**src/rtl/dmx_pkg.sv**
```systemverilog
// dmx_pkg: shared DMX512 definitions (state encoding, slot framing, line rate)
// used by the framer and, later, the receive side.
package dmx_pkg;

  typedef enum logic [2:0] {
    ST_IDLE  = 3'd0,
    ST_BREAK = 3'd1,
    ST_MAB   = 3'd2,
    ST_SLOTS = 3'd3,
    ST_TAIL  = 3'd4
  } dmx_state_e;

  localparam int          SLOT_BITS              = 11;
  localparam logic [7:0]  DMX_START_CODE_DEFAULT = 8'h00;
  localparam int          DMX_BAUD               = 250_000;

endpackage

```
**src/rtl/dmx_baudgen.sv**
```systemverilog
// dmx_baudgen: free-running divider producing a one-clock tick every DIV clocks.
module dmx_baudgen #(
  parameter int DIV = 48
) (
  input  logic clk,
  input  logic rst_n,
  output logic tick
);
  localparam int CW = (DIV > 1) ? $clog2(DIV) : 1;

  logic [CW-1:0] cnt_q, cnt_d;

  // Tick on the last count of each period, then wrap to zero.
  always_comb begin
    tick  = (cnt_q == CW'(DIV - 1));
    cnt_d = tick ? '0 : cnt_q + 1'b1;
  end

  // Divider counter register.
  always_ff @(posedge clk or negedge rst_n) begin
    if (!rst_n) cnt_q <= '0;
    else        cnt_q <= cnt_d;
  end
endmodule

```
**src/rtl/dmx_framer.sv**
```systemverilog
// dmx_framer: DMX512 transmit framer. Produces BREAK, MAB, start-code slot,
// N data slots fetched one bit-time ahead, and a mark tail, all paced by the
// baud tick. Optional DEBUG port enabled by defining DMX_FRAMER_DEBUG_EN.
module dmx_framer
  import dmx_pkg::*;
#(
  parameter int CLK_HZ     = 12_000_000,
  parameter int BAUD       = 250_000,
  parameter int MAX_SLOTS  = 512,
  parameter int BREAK_BITS = 25,
  parameter int MAB_BITS   = 3,
  parameter int IDLE_BITS  = 2,
  localparam int SLOT_W    = $clog2(MAX_SLOTS + 1)
) (
  input  logic              CLK12,
  input  logic              RESET_N,
  input  logic              continuous,
  input  logic              start,
  input  logic [SLOT_W-1:0] num_slots,
  input  logic [7:0]        start_code,
  output logic              slot_req,
  output logic [SLOT_W-1:0] slot_addr,
  input  logic [7:0]        slot_byte,
  output logic              dmx_data,
  output logic              busy,
  output logic              frame_done
`ifdef DMX_FRAMER_DEBUG_EN
  ,
  output logic [7:0]        DEBUG
`endif
);
  localparam int DIV = CLK_HZ / BAUD;

  dmx_state_e        state_q, state_d;
  logic [7:0]        bit_cnt_q, bit_cnt_d;
  logic [SLOT_W-1:0] slot_idx_q, slot_idx_d;
  logic [SLOT_W-1:0] n_q, n_d;
  logic [SLOT_W-1:0] slot_addr_q, slot_addr_d;
  logic              slot_req_q, slot_req_d;
  logic              req_d1_q, req_d1_d;
  logic              pend_q, pend_d;
  logic              frame_done_q, frame_done_d;
  logic [7:0]        cur_byte_q, cur_byte_d;
  logic [7:0]        next_byte_q, next_byte_d;
  logic              tick;

  // Saturate the requested slot count into 1..MAX_SLOTS.
  function automatic logic [SLOT_W-1:0] clamp_slots(input logic [SLOT_W-1:0] n);
    if (n == '0)                      return SLOT_W'(1);
    else if (n > SLOT_W'(MAX_SLOTS))  return SLOT_W'(MAX_SLOTS);
    else                              return n;
  endfunction

  dmx_baudgen #(.DIV(DIV)) u_baud (
    .clk   (CLK12),
    .rst_n (RESET_N),
    .tick  (tick)
  );

  assign busy       = (state_q != ST_IDLE);
  assign slot_req   = slot_req_q;
  assign slot_addr  = slot_addr_q;
  assign frame_done = frame_done_q;

`ifdef DMX_FRAMER_DEBUG_EN
  assign DEBUG = {bit_cnt_q[4:0], state_q};
`endif

  // Next-state logic: phase sequencing on ticks, slot prefetch, start latch.
  always_comb begin
    state_d      = state_q;
    bit_cnt_d    = bit_cnt_q;
    slot_idx_d   = slot_idx_q;
    n_d          = n_q;
    slot_addr_d  = slot_addr_q;
    slot_req_d   = 1'b0;
    frame_done_d = 1'b0;
    cur_byte_d   = cur_byte_q;
    // fetched byte arrives the clock after the strobe; used directly if
    // that clock is also the slot boundary
    req_d1_d     = slot_req_q;
    next_byte_d  = req_d1_q ? slot_byte : next_byte_q;
    pend_d       = pend_q | (start & ~busy);
    if (tick) begin
      bit_cnt_d = bit_cnt_q + 8'd1;
      case (state_q)
        ST_IDLE: begin
          bit_cnt_d = '0;
          if (continuous || pend_q) begin
            state_d    = ST_BREAK;
            pend_d     = 1'b0;
            n_d        = clamp_slots(num_slots);
            cur_byte_d = start_code;
          end
        end
        ST_BREAK: if (bit_cnt_q == 8'(BREAK_BITS - 1)) begin
          state_d   = ST_MAB;
          bit_cnt_d = '0;
        end
        ST_MAB: if (bit_cnt_q == 8'(MAB_BITS - 1)) begin
          state_d    = ST_SLOTS;
          bit_cnt_d  = '0;
          slot_idx_d = '0;
        end
        ST_SLOTS: begin
          if (bit_cnt_q == 8'(SLOT_BITS - 2) && slot_idx_q != n_q) begin
            slot_req_d  = 1'b1;
            slot_addr_d = slot_idx_q + 1'b1;
          end
          if (bit_cnt_q == 8'(SLOT_BITS - 1)) begin
            bit_cnt_d = '0;
            if (slot_idx_q == n_q) begin
              state_d = ST_TAIL;
            end else begin
              slot_idx_d = slot_idx_q + 1'b1;
              cur_byte_d = next_byte_d;
            end
          end
        end
        ST_TAIL: if (bit_cnt_q == 8'(IDLE_BITS - 1)) begin
          state_d      = ST_IDLE;
          bit_cnt_d    = '0;
          frame_done_d = 1'b1;
        end
        default: begin
          state_d   = ST_IDLE;
          bit_cnt_d = '0;
        end
      endcase
    end
  end

  // Line encoding: space during BREAK and start bits, data LSB first, mark otherwise.
  always_comb begin
    dmx_data = 1'b1;
    case (state_q)
      ST_BREAK: dmx_data = 1'b0;
      ST_SLOTS: begin
        if (bit_cnt_q == 8'd0)       dmx_data = 1'b0;
        else if (bit_cnt_q <= 8'd8)  dmx_data = cur_byte_q[bit_cnt_q[2:0] - 3'd1];
        else                         dmx_data = 1'b1;
      end
      default: dmx_data = 1'b1;
    endcase
  end

  // Control registers; reset aborts any frame and drops a pending start.
  always_ff @(posedge CLK12 or negedge RESET_N) begin
    if (!RESET_N) begin
      state_q      <= ST_IDLE;
      bit_cnt_q    <= '0;
      slot_idx_q   <= '0;
      n_q          <= SLOT_W'(1);
      slot_addr_q  <= '0;
      slot_req_q   <= 1'b0;
      req_d1_q     <= 1'b0;
      pend_q       <= 1'b0;
      frame_done_q <= 1'b0;
    end else begin
      state_q      <= state_d;
      bit_cnt_q    <= bit_cnt_d;
      slot_idx_q   <= slot_idx_d;
      n_q          <= n_d;
      slot_addr_q  <= slot_addr_d;
      slot_req_q   <= slot_req_d;
      req_d1_q     <= req_d1_d;
      pend_q       <= pend_d;
      frame_done_q <= frame_done_d;
    end
  end

  // Slot data registers; always loaded before they reach the line.
  always_ff @(posedge CLK12) begin
    cur_byte_q  <= cur_byte_d;
    next_byte_q <= next_byte_d;
  end
endmodule

```
**config.mk**
```make
export PLATFORM = sky130hd
export DESIGN_NAME = dmx_framer
export DESIGN_NICKNAME = d
export VERILOG_FILES = /design/src/rtl/dmx_pkg.sv /design/src/rtl/dmx_baudgen.sv /design/src/rtl/dmx_framer.sv
export SDC_FILE = /design/constraint.sdc
export NUM_CORES = 1
export LEC_CHECK = 0
export CAP_MARGIN = 30
export CORE_UTILIZATION = 50
export CTS_CLUSTER_DIAMETER = 60
export DETAILED_ROUTE_END_ITERATION = 12
export GPL_TIMING_DRIVEN = 0
export PLACE_DENSITY = 0.75
export SETUP_SLACK_MARGIN = 0.05
export SKIP_CTS_REPAIR_TIMING = 1
export SLEW_MARGIN = 20
export SYNTH_ARGS = -nofsm -noshare
export SYNTH_HDL_FRONTEND = slang
export SYNTH_HIERARCHICAL = 1
export SYNTH_SLANG_ARGS = --single-unit
export TNS_END_PERCENT = 30
```
**constraint.sdc**
```tcl
create_clock -name CLK12 -period 2.65 [get_ports CLK12]
set_clock_uncertainty 0.2 [all_clocks]
set_input_delay 0.265 -clock CLK12 [delete_from_list [all_inputs] [get_ports CLK12]]
set_output_delay 0.265 -clock CLK12 [all_outputs]
set_load 0.005 [all_outputs]
```
==> results of run 1 <==
==> where the power goes <==
group          switching [W]  leakage (nW)  internal [W]   total, W
clock network       0.000384         0.103      0.000485   0.000870
logic              0.0000289         0.994     0.0000428  0.0000717
registers                  0         0.831       0.00104    0.00104
total               0.000413          1.93       0.00157    0.00198
==> final timing paths <==
| kind | from | end | slack [ns] |
|---|---|---|---|
| setup / recovery | bit_cnt_q[0] | dmx_data | 0.08 |
| hold reg to reg | slot_req | req_d1_q | 0.19 |
| hold / removal | num_slots[9] | n_q[9] | 0.07 |
| setup reg to reg | bit_cnt_q[5] | cur_byte_q[7] | 0.18 |
| max in group asynchronous | RESET_N | bit_cnt_q[0] | 1.50 |
| min in group asynchronous | RESET_N | slot_addr[6] | 0.29 |
==> kinds of logic after synthesis <==
family / after synthesis
DFF: 67
muxes: 24
AOI/OAI and AO/OA: 52
adders and majority gates: 7
and+or+nand+nor: 145
xor gates and xnor gates: 27
buffers and inverters: 29
==> layout by cell type (no fill, tap or decap), drive strengths merged, types with 4 or more instances in the layout <==
master / instances
a21oi: 4
a22oi: 5
buf: 26
clkbuf: 20
clkdlybuf4s50: 40
dfrtp: 50
dfxtp: 8
edfxtp: 8
ha: 7
inv: 10
mux2: 19
mux2i: 5
nand2: 59
nand2b: 8
nand3: 13
nand4: 9
nor2: 21
nor3: 12
nor4: 6
o211ai: 4
o21ai: 12
xnor2: 20
xor2: 7
==> worst max-delay path, cell delays in order, from the launching register on <==
cell,delay (ns)
dfrtp_2,0.40
inv_2,0.08
ha_4,0.18
xnor2_4,0.25
mux2i_1,0.23
a22oi_1,0.10
a221oi_1,0.29
nor3_1,0.09
clkbuf_2,0.14
==> through the flow <==
stage	worst slack (ns)	util [%]	TNS [ns]	hold slack, ns
floorplan	0.171	-	0	-0.231
global placement	-0.382	59.9	-20.01	0.170
detailed placement	-0.373	59.8	-1.97	0.142
CTS	-0.748	62.8	-2.48	-0.236
global route	-0.0195	66.1	-0.0195	0.0775
finish	0.0779	66.1	0	0.0657
==> state kept, by name, indices dropped and copies added (netlist names) <==
register,flops
bit_cnt_q,8
cur_byte_q,8
frame_done,1
n_q,10
next_byte_q,8
pend_q,1
req_d1_q,1
slot_addr,10
slot_idx_q,10
slot_req,1
state_q,3
u_baud/cnt_q,6
==> cell type report <==
class,instances,area (um2)
clock buffer,12,155
tap,96,120
buffer,20,105
timing repair buffer,55,513
inverter,9,33.8
sequential,67,1680
multi-input combinational,255,1840
fill,560,2300
clock inverter,4,48.8
==> metal layers <==
metal | routed length, um | global-route usage [%]
met1 | 3440 | 28.4
met2 | 3470 | 32.0
met3 | 473 | 5.77
met4 | 109 | 9.55
met5 | 0 | 0
==> results.toml, run 1 <==
[place]
routabilityCongestion = 0.885
place_inst = 489
placed_area_mm2 = 0.00406
dpl.hpwl_um = 5150
io_buffer_count = 42

[critical_path]
crit_arrival_ns = 2.11
crit_path_max_fanout = 5
worstSetupEndpointType = "output port"
r2r_cells = 4
start_kind = "register"
required_ns = 2.18
critPathKind = "reg -> out"

[sta]
period_share_pct = 97.1
final_max_slew_viol_count = 0
rsz0062_at_grt = "true"
finalSetupViolCount = 0
fin_crit_ns = 2.57
fmax_ghz = 0.389
worst_pin_slew_ns = 0.629
hold_viol_final = 0
slew_headroom_pct = 57.7

[synth]
synth-main-ff-cell = "dfrtp_1"
synth.top_cells.by_count = "nand2_1, dfrtp_1, nor2_1, xnor2_1, mux2_2"
postSynthAreaPerCell_um2 = 10.0
async_flop_share_pct = 76.1
yosys.area_share.simple_pct = 21.0
yosys.area.top_type = "dfrtp_1"
synth_xor_area_share_pct = 6.71
synthMuxAreaShare_pct = 7.49
ys_warn_count = 6
synth_compound_area_share_pct = 11.2
synthesis.area_mm2 = 0.00353
synth_top_area_share_pct = 35.5
ys_seq_area_share_pct = 47.6
synth-edff-count = 8
synthAdderAreaFrac_pct = 2.48
synth_seq_cells = 67
synth_cell_types = 61
synth_top_cells_by_area = "dfrtp_1, edfxtp_1, nand2_1, mux2_2, xnor2_1"
yosys.cell_count.top_type = "nand2_1"
synth_cells = 351
syn-num-nets = 388
synth_top_family_by_area = "simple AND/OR/NAND/NOR gates"

[drt]
routed_wl_um = 7500
vias_per_cell = 5.48
first_pass_iters = 5
vias = 2837
initialDrtViolationCount = 266
postRouteAntennaNets = 0
drc = 0
wl_per_cell_um = 14.5

[finish]
design_area_mm2 = 0.00449
area_delta_synth_final_pct = 27.4
layout.nets = 454
drive_gt1_share_pct = 19.7
fin_cells = 518
antenna_cells = 0

[global_routing]
antenna_found_initial = 0
grt_pass1_wl_um = 12200
grt_max_degree = 52
grtUsageTotal_pct = 21.2
grt-ovfl-total = 0
grt_pass1_vias = 2684

[cts]
cts.sinks = 67
cts_tree = "yes"
clock-root-buffer = "clkbuf_8"
insertion_delay_ns = 0.34
clockBufferDepth = 2
clkTransAtPathRegs_ns = 0.07
numCtsBuffers = 9
h-tree-depth = 3

[outcome]
outcome = "completed"

[job]
maxCapViolations = 0

[power]
finalPower_w = 0.00198
leakage_nw = 1.93
power_density_mw_per_mm2 = 441
ir_drop_mv = 0.267

[min_path]
hold_depth = 3
hold_class = "in -> reg"

[floorplanning]
start_util_pct = 51.9
ios = 44
std_cell_rows = 30
dieArea_mm2 = 0.00739
coreArea_mm2 = 0.00679
die_h_um = 86.0
die_w_um = 86.0
No activity file was read; power rests on OpenSTA's default activity.
==> run 2, diff against run 1 <==
--- a/config.mk
+++ b/config.mk
@@ -6,16 +6,16 @@
 export NUM_CORES = 1
 export LEC_CHECK = 0
 export CAP_MARGIN = 30
-export CORE_UTILIZATION = 50
+export CORE_UTILIZATION = 57
 export CTS_CLUSTER_DIAMETER = 60
 export DETAILED_ROUTE_END_ITERATION = 12
+export DONT_BUFFER_PORTS = 1
 export GPL_TIMING_DRIVEN = 0
-export PLACE_DENSITY = 0.75
+export PLACE_DENSITY = 0.74
 export SETUP_SLACK_MARGIN = 0.05
 export SKIP_CTS_REPAIR_TIMING = 1
 export SLEW_MARGIN = 20
 export SYNTH_ARGS = -nofsm -noshare
 export SYNTH_HDL_FRONTEND = slang
-export SYNTH_HIERARCHICAL = 1
 export SYNTH_SLANG_ARGS = --single-unit
 export TNS_END_PERCENT = 30
==> results.toml, run 2 <==
[sta]
worst_pin_slew_ns = 0.669
setup_tns_ns = 0
fmax_ghz = 0.398
period_share_pct = 94.9
slew_headroom_pct = 55.0
fin_crit_ns = 2.52
hold_viol_final = 0
final_max_slew_viol_count = 0
rsz0062_at_grt = "false"
finalSetupViolCount = 0

[global_routing]
antenna_found_initial = 0
grtUsageMet1_pct = 33.1
grt-ovfl-total = 0
use_met3_pct = 5.06
grt.busiest_layer = "met2"
grtUsageTotal_pct = 23.7
grt_max_degree = 52
grt_pass1_vias = 2306
grt.met2_usage_pct = 34.9
grt_pass1_wl_um = 11200

[finish]
final_util_pct = 74.3
num-fill-cells = 377
area_delta_synth_final_pct = 23.0
drive_gt1_share_pct = 19.2
antenna_cells = 0
final_cell_mix = "dfrtp_1, nand2_1, dlygate4sd3_1"
layout_commonest_cell = "dfrtp_1"
layout.nets = 423
seq_area_mm2 = 0.00168
fin_cells = 463
multi_input_area_mm2 = 0.00172
design_area_mm2 = 0.00419

[power]
p_int_w = 0.00149
ir_drop_mv = 0.413
finalPower_w = 0.00189
power_density_mw_per_mm2 = 450
power.switching_w = 0.000400
clkPwrFrac_pct = 41.6
leakage_nw = 1.89
switching_share_pct = 21.2
seq_power_share_pct = 55.0
p_comb_share_pct = 3.4

[place]
place_inst = 410
placed_area_mm2 = 0.00351
routabilityCongestion = 0.840
dpl.hpwl_um = 4860
io_buffer_count = 0

[synth]
synth_cells = 336
synth_top_cells_by_area = "dfrtp_1, edfxtp_1, mux2_2, xnor2_1, nand2_1"
yosys.area.top_type = "dfrtp_1"
synth_seq_cells = 67
synth-edff-count = 8
synth.top_cells.by_count = "dfrtp_1, nand2_1, mux2_2, xnor2_1, inv_1"
synth_top_area_share_pct = 36.7
syn-num-nets = 373
synth-main-ff-cell = "dfrtp_1"
ys_seq_area_share_pct = 49.2
ys_warn_count = 0
yosys.cell_count.top_type = "dfrtp_1"
async_flop_share_pct = 76.1
synth_cell_types = 48
synthesis.area_mm2 = 0.00341
postSynthAreaPerCell_um2 = 10.1

[cts]
h-tree-depth = 3
cts_tree = "yes"
clkTransAtPathRegs_ns = 0.07
cts.sinks = 67
clockBufferDepth = 2
clock-root-buffer = "clkbuf_8"
numCtsBuffers = 9
insertion_delay_ns = 0.35

[drt]
vias_per_cell = 5.90
first_pass_iters = 5
wl_per_cell_um = 16.5
postRouteAntennaNets = 0
routed_wl_um = 7620
vias = 2732
initialDrtViolationCount = 154
drc = 0

[critical_path]
r2r_cells = 9
rr_startpoint = "u_baud.cnt_q[1]"
reg2reg_slack_ns = 0.14
regToRegEndpoint = "slot_idx_q[8]"
required_ns = 2.18
start_kind = "register"
worstSetupEndpointType = "output port"
startpoint = "bit_cnt_q[7]"
critPathKind = "reg -> out"
crit_arrival_ns = 2.05
crit_end = "dmx_data"
crit_path_max_fanout = 3

[min_path]
hold_class = "in -> reg"
hold_start = "continuous"

[floorplanning]
coreArea_mm2 = 0.00564
die_h_um = 79.3
die_w_um = 79.3
ios = 44
start_util_pct = 60.4
dieArea_mm2 = 0.00629
std_cell_rows = 27

[outcome]
outcome = "completed"

[job]
maxCapViolations = 0
run 2: cell count changes after synthesis, sizes merged, moves of 7 or more:
cell | before | now
nand2 | 59 | 44
o31ai | 3 | 12
a21oi | 4 | 12
buf | 12 | 4
inv | 9 | 17
o22ai | 1 | 8
run 2: final cells by class:
cell class,instances,share of cell area (%)
Buffer,10,1.52
Clock buffer,14,4.12
Clock inverter,2,0.239
Inverter,17,1.52
Multi-Input combinational cell,240,41.0
Sequential cell,67,40.1
Tap cell,72,2.15
Timing Repair Buffer,41,9.37
run 2: worst max-delay path, cell delays in order (launching register included):
cell,delay (ns)
dfrtp_1,0.42
nor3_4,0.26
or4b_4,0.50
or3_1,0.35
nor3b_2,0.17
run 2: cell families (layout without fill, tap and decap cells):
family,after synthesis,count (layout),synth area share (%)
buffers and inverters,29,84,3.71
DFF,67,67,49.2
muxes,26,26,8.37
adders and majority gates,7,7,2.57
AOI/OAI and AO/OA,60,60,11.8
and+or+nand+nor,123,123,18.1
xor gates and xnor gates,24,24,6.17
run 2: worst min path at each step:
stage | end | cells past startpoint
finish | state_q[0] | 4
global route | state_q[0] | 4
CTS | state_q[1] | 0
detailed placement | u_baud.cnt_q[5] | 0
global placement | u_baud.cnt_q[5] | 0
floorplan | bit_cnt_q[0] | 0
run 2: stage by stage:
| stage | worst slack [ns] | hold slack [ns] |
|---|---|---|
| floorplan | 0.176 | -0.231 |
| global placement | -0.406 | -0.230 |
| detailed placement | -0.420 | -0.230 |
| CTS | -0.432 | -0.604 |
| global route | 0.0432 | 0.0533 |
| finish | 0.135 | 0.0302 |
run 2: per-layer routing:
metal	vias to the layer above	part of all wire (%)
met5	-	0
met4	0	1.8
met3	13	5.0
met2	76	47
met1	1345	47
li1	1298	-
run 2: power groups by stage:
stage               Clock, W  Sequential, W  Combinational, W
floorplan                  0        0.00106        0.00000877
global placement           0        0.00106         0.0000103
detailed placement         0        0.00106         0.0000105
CTS                 0.000796        0.00104         0.0000105
global route        0.000845        0.00104         0.0000712
finish              0.000785        0.00104         0.0000645
